## src/rtl/ace_snoop_responder.sv

```systemverilog
// ACE snoop responder: accepts AC snoops, looks the line up in the local cache, answers on CR/CD and updates line state.
// Optional ACE_SNOOP_RESP_ERR_EN: unsupported ACSNOOP encodings answer with the Error bit set instead of an all-zero response.
module ace_snoop_responder #(
  parameter int unsigned AxiAddrWidth    = 64,
  parameter int unsigned AxiDataWidth    = 64,
  parameter int unsigned DcacheLineWidth = 512
) (
  input  logic                       clk_i,
  input  logic                       rst_i,
  input  logic                       ac_valid_i,
  output logic                       ac_ready_o,
  input  logic [AxiAddrWidth-1:0]    ac_addr_i,
  input  logic [3:0]                 ac_snoop_i,
  output logic                       cr_valid_o,
  input  logic                       cr_ready_i,
  output logic [4:0]                 cr_resp_o,
  output logic                       cd_valid_o,
  input  logic                       cd_ready_i,
  output logic [AxiDataWidth-1:0]    cd_data_o,
  output logic                       cd_last_o,
  output logic                       cache_req_o,
  input  logic                       cache_gnt_i,
  output logic [AxiAddrWidth-1:0]    cache_addr_o,
  input  logic                       cache_rvalid_i,
  input  logic                       cache_hit_i,
  input  logic                       cache_dirty_i,
  input  logic                       cache_shared_i,
  input  logic [DcacheLineWidth-1:0] cache_line_i,
  output logic                       cache_upd_o,
  output logic [1:0]                 cache_upd_op_o
);

  localparam int unsigned NumBeats = DcacheLineWidth / AxiDataWidth;
  localparam int unsigned BeatW    = (NumBeats > 1) ? $clog2(NumBeats) : 1;
  localparam int unsigned OffW     = $clog2(DcacheLineWidth / 8);
`ifdef ACE_SNOOP_RESP_ERR_EN
  localparam logic [4:0] UnsupResp = 5'b00010;
`else
  localparam logic [4:0] UnsupResp = 5'b00000;
`endif

  typedef enum logic [2:0] {IDLE, LOOKUP, WAIT, RESP, DATA} state_e;

  state_e                     state_q, state_d;
  logic [AxiAddrWidth-1:0]    addr_q, addr_d;
  logic [3:0]                 snoop_q, snoop_d;
  logic [4:0]                 resp_q, resp_d;
  logic [1:0]                 op_q, op_d;
  logic [DcacheLineWidth-1:0] line_q, line_d;
  logic [BeatW-1:0]           beat_q, beat_d;
  logic                       ac_ready_q, ac_ready_d;
  logic                       cache_req_q, cache_req_d;
  logic                       cr_valid_q, cr_valid_d;
  logic                       cd_valid_q, cd_valid_d;
  logic                       cd_last_q, cd_last_d;
  logic [AxiDataWidth-1:0]    cd_data_q, cd_data_d;

  function automatic logic is_supported(input logic [3:0] snp);
    case (snp)
      4'b0000, 4'b0001, 4'b0010, 4'b0011,
      4'b0111, 4'b1000, 4'b1001, 4'b1101: is_supported = 1'b1;
      default:                            is_supported = 1'b0;
    endcase
  endfunction

  // Returns {resp[4:0], op[1:0]}; resp = {WasUnique, IsShared, PassDirty, Error, DataTransfer}.
  function automatic logic [6:0] snoop_rsp(input logic [3:0] snp, input logic hit,
                                           input logic dirty, input logic shared);
    logic u;
    u = ~shared;
    snoop_rsp = '0;
    if (hit) begin
      case (snp)
        4'b0000:                   snoop_rsp = {u, 1'b1, 1'b0,  1'b0, 1'b1,  2'd0};
        4'b0001, 4'b0010, 4'b0011: snoop_rsp = {u, 1'b1, dirty, 1'b0, 1'b1,  2'd1};
        4'b0111:                   snoop_rsp = {u, 1'b0, dirty, 1'b0, 1'b1,  2'd3};
        4'b1000:                   snoop_rsp = {u, 1'b1, dirty, 1'b0, dirty, 2'd2};
        4'b1001:                   snoop_rsp = {u, 1'b0, dirty, 1'b0, dirty, 2'd3};
        4'b1101:                   snoop_rsp = {u, 1'b0, 1'b0,  1'b0, 1'b0,  2'd3};
        default:                   snoop_rsp = '0;
      endcase
    end
  endfunction

  // Next-state, captured data and registered output values.
  always_comb begin
    state_d = state_q;
    addr_d  = addr_q;
    snoop_d = snoop_q;
    resp_d  = resp_q;
    op_d    = op_q;
    line_d  = line_q;
    beat_d  = beat_q;

    case (state_q)
      IDLE: begin
        if (ac_valid_i && ac_ready_q) begin
          addr_d             = ac_addr_i;
          addr_d[OffW-1:0]   = '0;
          snoop_d            = ac_snoop_i;
          if (is_supported(ac_snoop_i)) begin
            state_d = LOOKUP;
          end else begin
            // Unsupported encodings never touch the cache.
            resp_d  = UnsupResp;
            op_d    = 2'd0;
            state_d = RESP;
          end
        end
      end
      LOOKUP: if (cache_gnt_i) state_d = WAIT;
      WAIT: begin
        if (cache_rvalid_i) begin
          line_d          = cache_line_i;
          {resp_d, op_d}  = snoop_rsp(snoop_q, cache_hit_i, cache_dirty_i, cache_shared_i);
          state_d         = RESP;
        end
      end
      RESP: begin
        if (cr_ready_i) begin
          beat_d  = '0;
          state_d = resp_q[0] ? DATA : IDLE;
        end
      end
      DATA: begin
        if (cd_ready_i) begin
          if (beat_q == BeatW'(NumBeats - 1)) begin
            beat_d  = '0;
            state_d = IDLE;
          end else begin
            beat_d = beat_q + BeatW'(1);
          end
        end
      end
      default: state_d = IDLE;
    endcase

    ac_ready_d  = (state_d == IDLE);
    cache_req_d = (state_d == LOOKUP);
    cr_valid_d  = (state_d == RESP);
    cd_valid_d  = (state_d == DATA);
    cd_last_d   = (state_d == DATA) && (beat_d == BeatW'(NumBeats - 1));
    cd_data_d   = '0;
    if (state_d == DATA) begin
      for (int unsigned k = 0; k < NumBeats; k++) begin
        if (beat_d == BeatW'(k)) cd_data_d = line_d[k*AxiDataWidth +: AxiDataWidth];
      end
    end
  end

  always_ff @(posedge clk_i) begin
    if (rst_i) begin
      state_q     <= IDLE;
      addr_q      <= '0;
      snoop_q     <= '0;
      resp_q      <= '0;
      op_q        <= '0;
      line_q      <= '0;
      beat_q      <= '0;
      ac_ready_q  <= 1'b0;
      cache_req_q <= 1'b0;
      cr_valid_q  <= 1'b0;
      cd_valid_q  <= 1'b0;
      cd_last_q   <= 1'b0;
      cd_data_q   <= '0;
    end else begin
      state_q     <= state_d;
      addr_q      <= addr_d;
      snoop_q     <= snoop_d;
      resp_q      <= resp_d;
      op_q        <= op_d;
      line_q      <= line_d;
      beat_q      <= beat_d;
      ac_ready_q  <= ac_ready_d;
      cache_req_q <= cache_req_d;
      cr_valid_q  <= cr_valid_d;
      cd_valid_q  <= cd_valid_d;
      cd_last_q   <= cd_last_d;
      cd_data_q   <= cd_data_d;
    end
  end

  assign ac_ready_o     = ac_ready_q;
  assign cache_req_o    = cache_req_q;
  assign cache_addr_o   = addr_q;
  assign cr_valid_o     = cr_valid_q;
  assign cr_resp_o      = resp_q;
  assign cd_valid_o     = cd_valid_q;
  assign cd_last_o      = cd_last_q;
  assign cd_data_o      = cd_data_q;
  // The update strobe must coincide with the CR handshake, so it is decoded from it directly.
  assign cache_upd_o    = cr_valid_q && cr_ready_i && (op_q != 2'd0);
  assign cache_upd_op_o = op_q;

endmodule

```

## config.mk

```make
export PLATFORM = sky130hd
export DESIGN_NAME = ace_snoop_responder
export DESIGN_NICKNAME = d
export VERILOG_FILES = /design/src/rtl/ace_snoop_responder.sv
export SDC_FILE = /design/constraint.sdc
export NUM_CORES = 1
export LEC_CHECK = 0
export BUFFER_PORTS_ARGS = -buffer_cell sky130_fd_sc_hd__buf_2
export CAP_MARGIN = 25
export CORE_AREA = 2 2 286 288
export DETAILED_ROUTE_END_ITERATION = 10
export DIE_AREA = 0 0 288 290
export GPL_TIMING_DRIVEN = 0
export PLACE_DENSITY = 0.53
export SLEW_MARGIN = 15
export SYNTH_ARGS = -nofsm -noshare
export SYNTH_HDL_FRONTEND = slang
export SYNTH_SLANG_ARGS = --single-unit
```

## constraint.sdc

```tcl
create_clock -name clk_i -period 3.1 [get_ports clk_i]
set_input_delay 0.31 -clock clk_i [delete_from_list [all_inputs] [get_ports clk_i]]
set_output_delay 0.31 -clock clk_i [all_outputs]
set_load 0.01 [all_outputs]
```

==> results.txt <==
The instance count after placement with tap cells included is 5138. On the critical path the largest part of the delay comes from buffers and inverters. The number of antenna violations at the first check in global routing came to 31.

The share of synthesized flip-flops with an asynchronous set or reset came out at 0%. The portion of the post-synthesis area used by sequential elements came out at between 40% and 50%. The number of register bits inferred by synthesis came out at 655.

The number of nets in the final layout is ~5300. In this run the critical register-to-register path is captured at cd_data_o[48]. The initialized floorplan defines around 100 standard-cell rows. The number of setup violations in the final report is 0. The critical path is of the reg2reg type.

Synthesis produced about 3300 cells. The capture endpoint of the worst hold path is line_q[278]. At the worst endpoint, the arrival time is 3.49 ns. The weighted congestion reported at the end of routability-driven placement came out at a little under 0.9. Setup slack on the worst reg-to-reg path comes out at roughly 0.10 ns. The buffer depth of the longest clock path came out at 3.

The number of max-slew violations in the final report is 0. The final count of hold timing violations came to 0. The count of warnings emitted by yosys is 0. The via count of the first global-routing pass came out at 30358. The worst register-to-register path begins at state_q[2]. The most used flip-flop cell after synthesis is sky130_fd_sc_hd__dfxtp_1.

The startpoint identified for the worst hold timing path is cache_line_i[278]. The final non-filler cell total is 5856. The detail route stage leaves a number of antenna-violating nets equal to 0. Entering global routing, the biggest net connects 20 pins. The average wire length per cell after detail routing came out at between 20 and 25 µm. The number of detailed-route iterations in the first pass came out at 5. The first global-routing pass estimated ~190 mm of wire. In the routed layout, each cell is associated on average with a via count of between 5 and 6. Averaged over all synthesized cells, the footprint is 8.35 µm². The initial cell density of the core is approximately a third. Clock latency on the worst-skew pair, taken at its later pin, is 0.63 ns. The total of fill cells in the finished design is between 7000 and 8000. The number of maximum-capacitance constraint violations came out at 0. After detailed routing, the number of remaining DRC violations is 0. The kind of end point of the critical path is a register. The area growth from synthesis to layout came out at 48.4%. The buffers plus inverters on the worst setup path is 3. The wire length reported by the detailed router is ~130 mm. The highest clock frequency the design can meet came out at about 0.33 GHz. The worst hold path stage count is 3. The floorplan die area came out at between 0.08 and 0.09 mm². The worst clock skew on the final layout came out at between 0.02 and 0.03 ns.

The number of I/O port buffers came out at between 700 and 800. The largest fanout on the critical path came out at 10. Measured against its own limit, the worst slew margin works out to just under 30%. Traced cell by cell, the critical path runs through buf_2 > nand4b_1 > nand2_1 > o21ai_2 > clkbuf_4 > clkbuf_1 > nand3_1 > nand3_1 > o31ai_1. In this design, the critical path's most frequently occurring cell is sky130_fd_sc_hd__nand3_1.

The final worst-path cycle share is between 90% and 100%. On the critical path, the stage with the largest delay is an instance of sky130_fd_sc_hd__clkbuf_4. The largest stage delay on the critical path is between 0.5 and 0.6 ns. The count of cells along the worst register-to-register path is 9. The number of H-tree levels came out at 3. The clock-pin slew on the worst setup and hold paths came out at about 0.070 ns. On the final layout, the worst hold slack is between 0.02 and 0.025 ns. The library cell used as clock root buffer is sky130_fd_sc_hd__clkbuf_16. Across every metal layer, demand over resource in global routing totals a little under a third. The via count came out at approximately 30000.

The post-synthesis cell area came out at around 0.028 mm². The total CTS buffers is 75. In this run the count of I/O pins placed on the die edge is approximately 730. The first-iteration detailed-routing DRC count is ~1900.

Across the VDD grid, the largest voltage drop is between 0.0004 and 0.0005 V. The cell area after layout is 0.0415 mm². Data on the critical path is required at its endpoint by between 3 and 4 ns.

The slew at the pin closest to its max-slew limit is around 1.1 ns. The count of unique library cells instantiated by Yosys came out at between 60 and 70. The placed instances occupy a cell area of roughly 0.033 mm². The final critical delay including setup and external delays came out at between 3 and 4 ns. Setup repair after global routing could not meet its margin everywhere. The ratio of total power to cell area came out at about 530 mW/mm².

The area of the core came out at between 0.08 and 0.09 mm². The die boundary width came out at approximately 290 µm. The run finished with clean final reports.

The tightest min-delay check is of the in2reg type. The static leakage power is 17.3 nW. The number of sinks handled by clock tree synthesis came out at ~660.

Detailed placement ended at an HPWL of a little under 100 mm. STA classifies the critical path startpoint as a register. In the final layout, the share of cells above drive strength 1 is about 22%.

TritonCTS built the clock tree. The number of synthesized flops with an enable pin is 0. The die is 290 µm tall.

The total global routing overflow came out at 0.
[metal layers]
| metal | global-route usage [%] | share of wire [%] | vias to the layer above |
|---|---|---|---|
| met1 | 37.0 | 40 | 14158 |
| met4 | 14.4 | 4.8 | 10 |
| met3 | 6.32 | 7.4 | 310 |
| li1 | - | - | 14241 |
| met5 | 0 | 0.047 | - |
| met2 | 51.2 | 47 | 1228 |
[flip-flops by register name, summed over array words and instances, names as in the netlist]
| signal | cells |
|---|---|
| cr_resp_o | 4 |
| ac_ready_o | 1 |
| cache_req_o | 1 |
| beat_q | 3 |
| cd_data_o | 64 |
| cr_valid_o | 1 |
| cd_last_o | 1 |
| cd_valid_o | 1 |
| cache_upd_op_o | 2 |
| cache_addr_o | 58 |
| state_q | 3 |
| line_q | 512 |
| snoop_q | 4 |
[power by group]
part / switching (mW) / internal (mW)
clock: 3.81 / 5.95
combinational: 1.78 / 1.45
sequential: 0.131 / 8.80
[cells by family (layout without fill, tap and decap cells)]
logic type | after synthesis | after routing | synth area share [%]
simple gates | 1380 | 1380 | 20.9
compound gates | 683 | 683 | 15.4
flops | 655 | 655 | 46.9
mux | 328 | 328 | 11.8
buf+inv | 300 | 1718 | 4.90
fa+ha+maj | 2 | 2 | 0.0895
other cells | 1 | 30 | 0.0134
[worst max-delay path by stage]
stage | cells past startpoint | slack [ns] | end | startpoint
floorplan | 10 | 0.86 | cd_data_o[53] | beat_q[0]
global placement | 9 | -1.03 | cd_data_o[48] | state_q[2]
detailed placement | 9 | -0.35 | cd_data_o[56] | beat_q[0]
CTS | 9 | 0.002 | cd_data_o[31] | state_q[2]
global route | 9 | -0.02 | cd_data_o[62] | state_q[2]
finish | 9 | 0.1 | cd_data_o[48] | state_q[2]
[tightest hold or removal path: cells and delay by family]
family | cells | cell delay, ns
simple gates | 1 | 0.10
buf+inv | 1 | 0.09
mux | 1 | 0.12
[cells in the mapped netlist (4+ instances only)]
library cell	number	area share (%)
sky130_fd_sc_hd__a211o_1	63	2.0
sky130_fd_sc_hd__a211oi_1	4	0.11
sky130_fd_sc_hd__a21oi_1	334	6.0
sky130_fd_sc_hd__a31oi_1	63	1.4
sky130_fd_sc_hd__and2_1	62	1.4
sky130_fd_sc_hd__and3_1	64	1.4
sky130_fd_sc_hd__buf_1	6	0.081
sky130_fd_sc_hd__buf_2	63	1.1
sky130_fd_sc_hd__buf_4	20	0.54
sky130_fd_sc_hd__buf_8	4	0.21
sky130_fd_sc_hd__clkbuf_1	195	2.6
sky130_fd_sc_hd__dfxtp_1	655	47
sky130_fd_sc_hd__inv_1	8	0.11
sky130_fd_sc_hd__mux2i_1	325	12
sky130_fd_sc_hd__nand2_1	620	8.3
sky130_fd_sc_hd__nand2_2	21	0.47
sky130_fd_sc_hd__nand3_1	123	2.2
sky130_fd_sc_hd__nor2_1	457	6.1
sky130_fd_sc_hd__nor2b_1	6	0.13
sky130_fd_sc_hd__nor3_1	9	0.16
sky130_fd_sc_hd__o21ai_0	76	1.4
sky130_fd_sc_hd__o221ai_1	60	1.9
sky130_fd_sc_hd__o31ai_1	41	1.1
sky130_fd_sc_hd__o31ai_2	18	0.81
sky130_fd_sc_hd__o32ai_1	5	0.16
[repair_timing]
| item | in CTS | in global routing |
|---|---|---|
| hold buffers | 561 | 0 |
| gates resized for setup | 22 | 36 |
| setup endpoints to repair | 79 | 79 |
| cloned | 0 | 0 |
| hold endpoints to repair | 568 | 0 |
| pin swaps | 0 | 2 |
| setup buffers | 0 | 4 |
[final cells by class]
type	count	area (µm²)	area share, %
Timing Repair Buffer	1288	9320	22.5
Sequential cell	655	13100	31.6
Tap cell	1060	1330	3.20
Inverter	9	38.8	0.0935
Multi-Input combinational cell	2400	13500	32.7
Clock inverter	28	453	1.09
Buffer	287	1380	3.34
Clock buffer	106	2240	5.39
Antenna cell	23	57.6	0.139
[layout by cell type, fill, tap and decap left out, types with 28 or more instances in the layout]
cell / n
sky130_fd_sc_hd__clkbuf_1: 175
sky130_fd_sc_hd__buf_4: 28
sky130_fd_sc_hd__a21oi_1: 334
sky130_fd_sc_hd__o21ai_0: 75
sky130_fd_sc_hd__o31ai_1: 41
sky130_fd_sc_hd__clkbuf_16: 78
sky130_fd_sc_hd__and3_1: 64
sky130_fd_sc_hd__mux2i_1: 324
sky130_fd_sc_hd__dlygate4sd3_1: 561
sky130_fd_sc_hd__and2_1: 62
sky130_fd_sc_hd__buf_2: 771
sky130_fd_sc_hd__nand2_1: 618
sky130_fd_sc_hd__a211o_1: 63
sky130_fd_sc_hd__dfxtp_1: 655
sky130_fd_sc_hd__nor2_1: 456
sky130_fd_sc_hd__a31oi_1: 63
sky130_fd_sc_hd__nand3_1: 123
sky130_fd_sc_hd__o221ai_1: 60
[per-stage QoR]
stage                     TNS (ns)  worst slack [ns]  util [%]  total power, mW
after floorplan                  0             0.861         -             10.5
after global placement      -58.89             -1.03      41.0             11.7
after detailed placement    -13.70            -0.346      41.2             11.7
after CTS                        0           0.00153      51.6             22.0
after global routing       -0.0377           -0.0240      51.7             22.7
final                            0            0.0999      51.7             21.9
(Power assumes the default switching activity.)
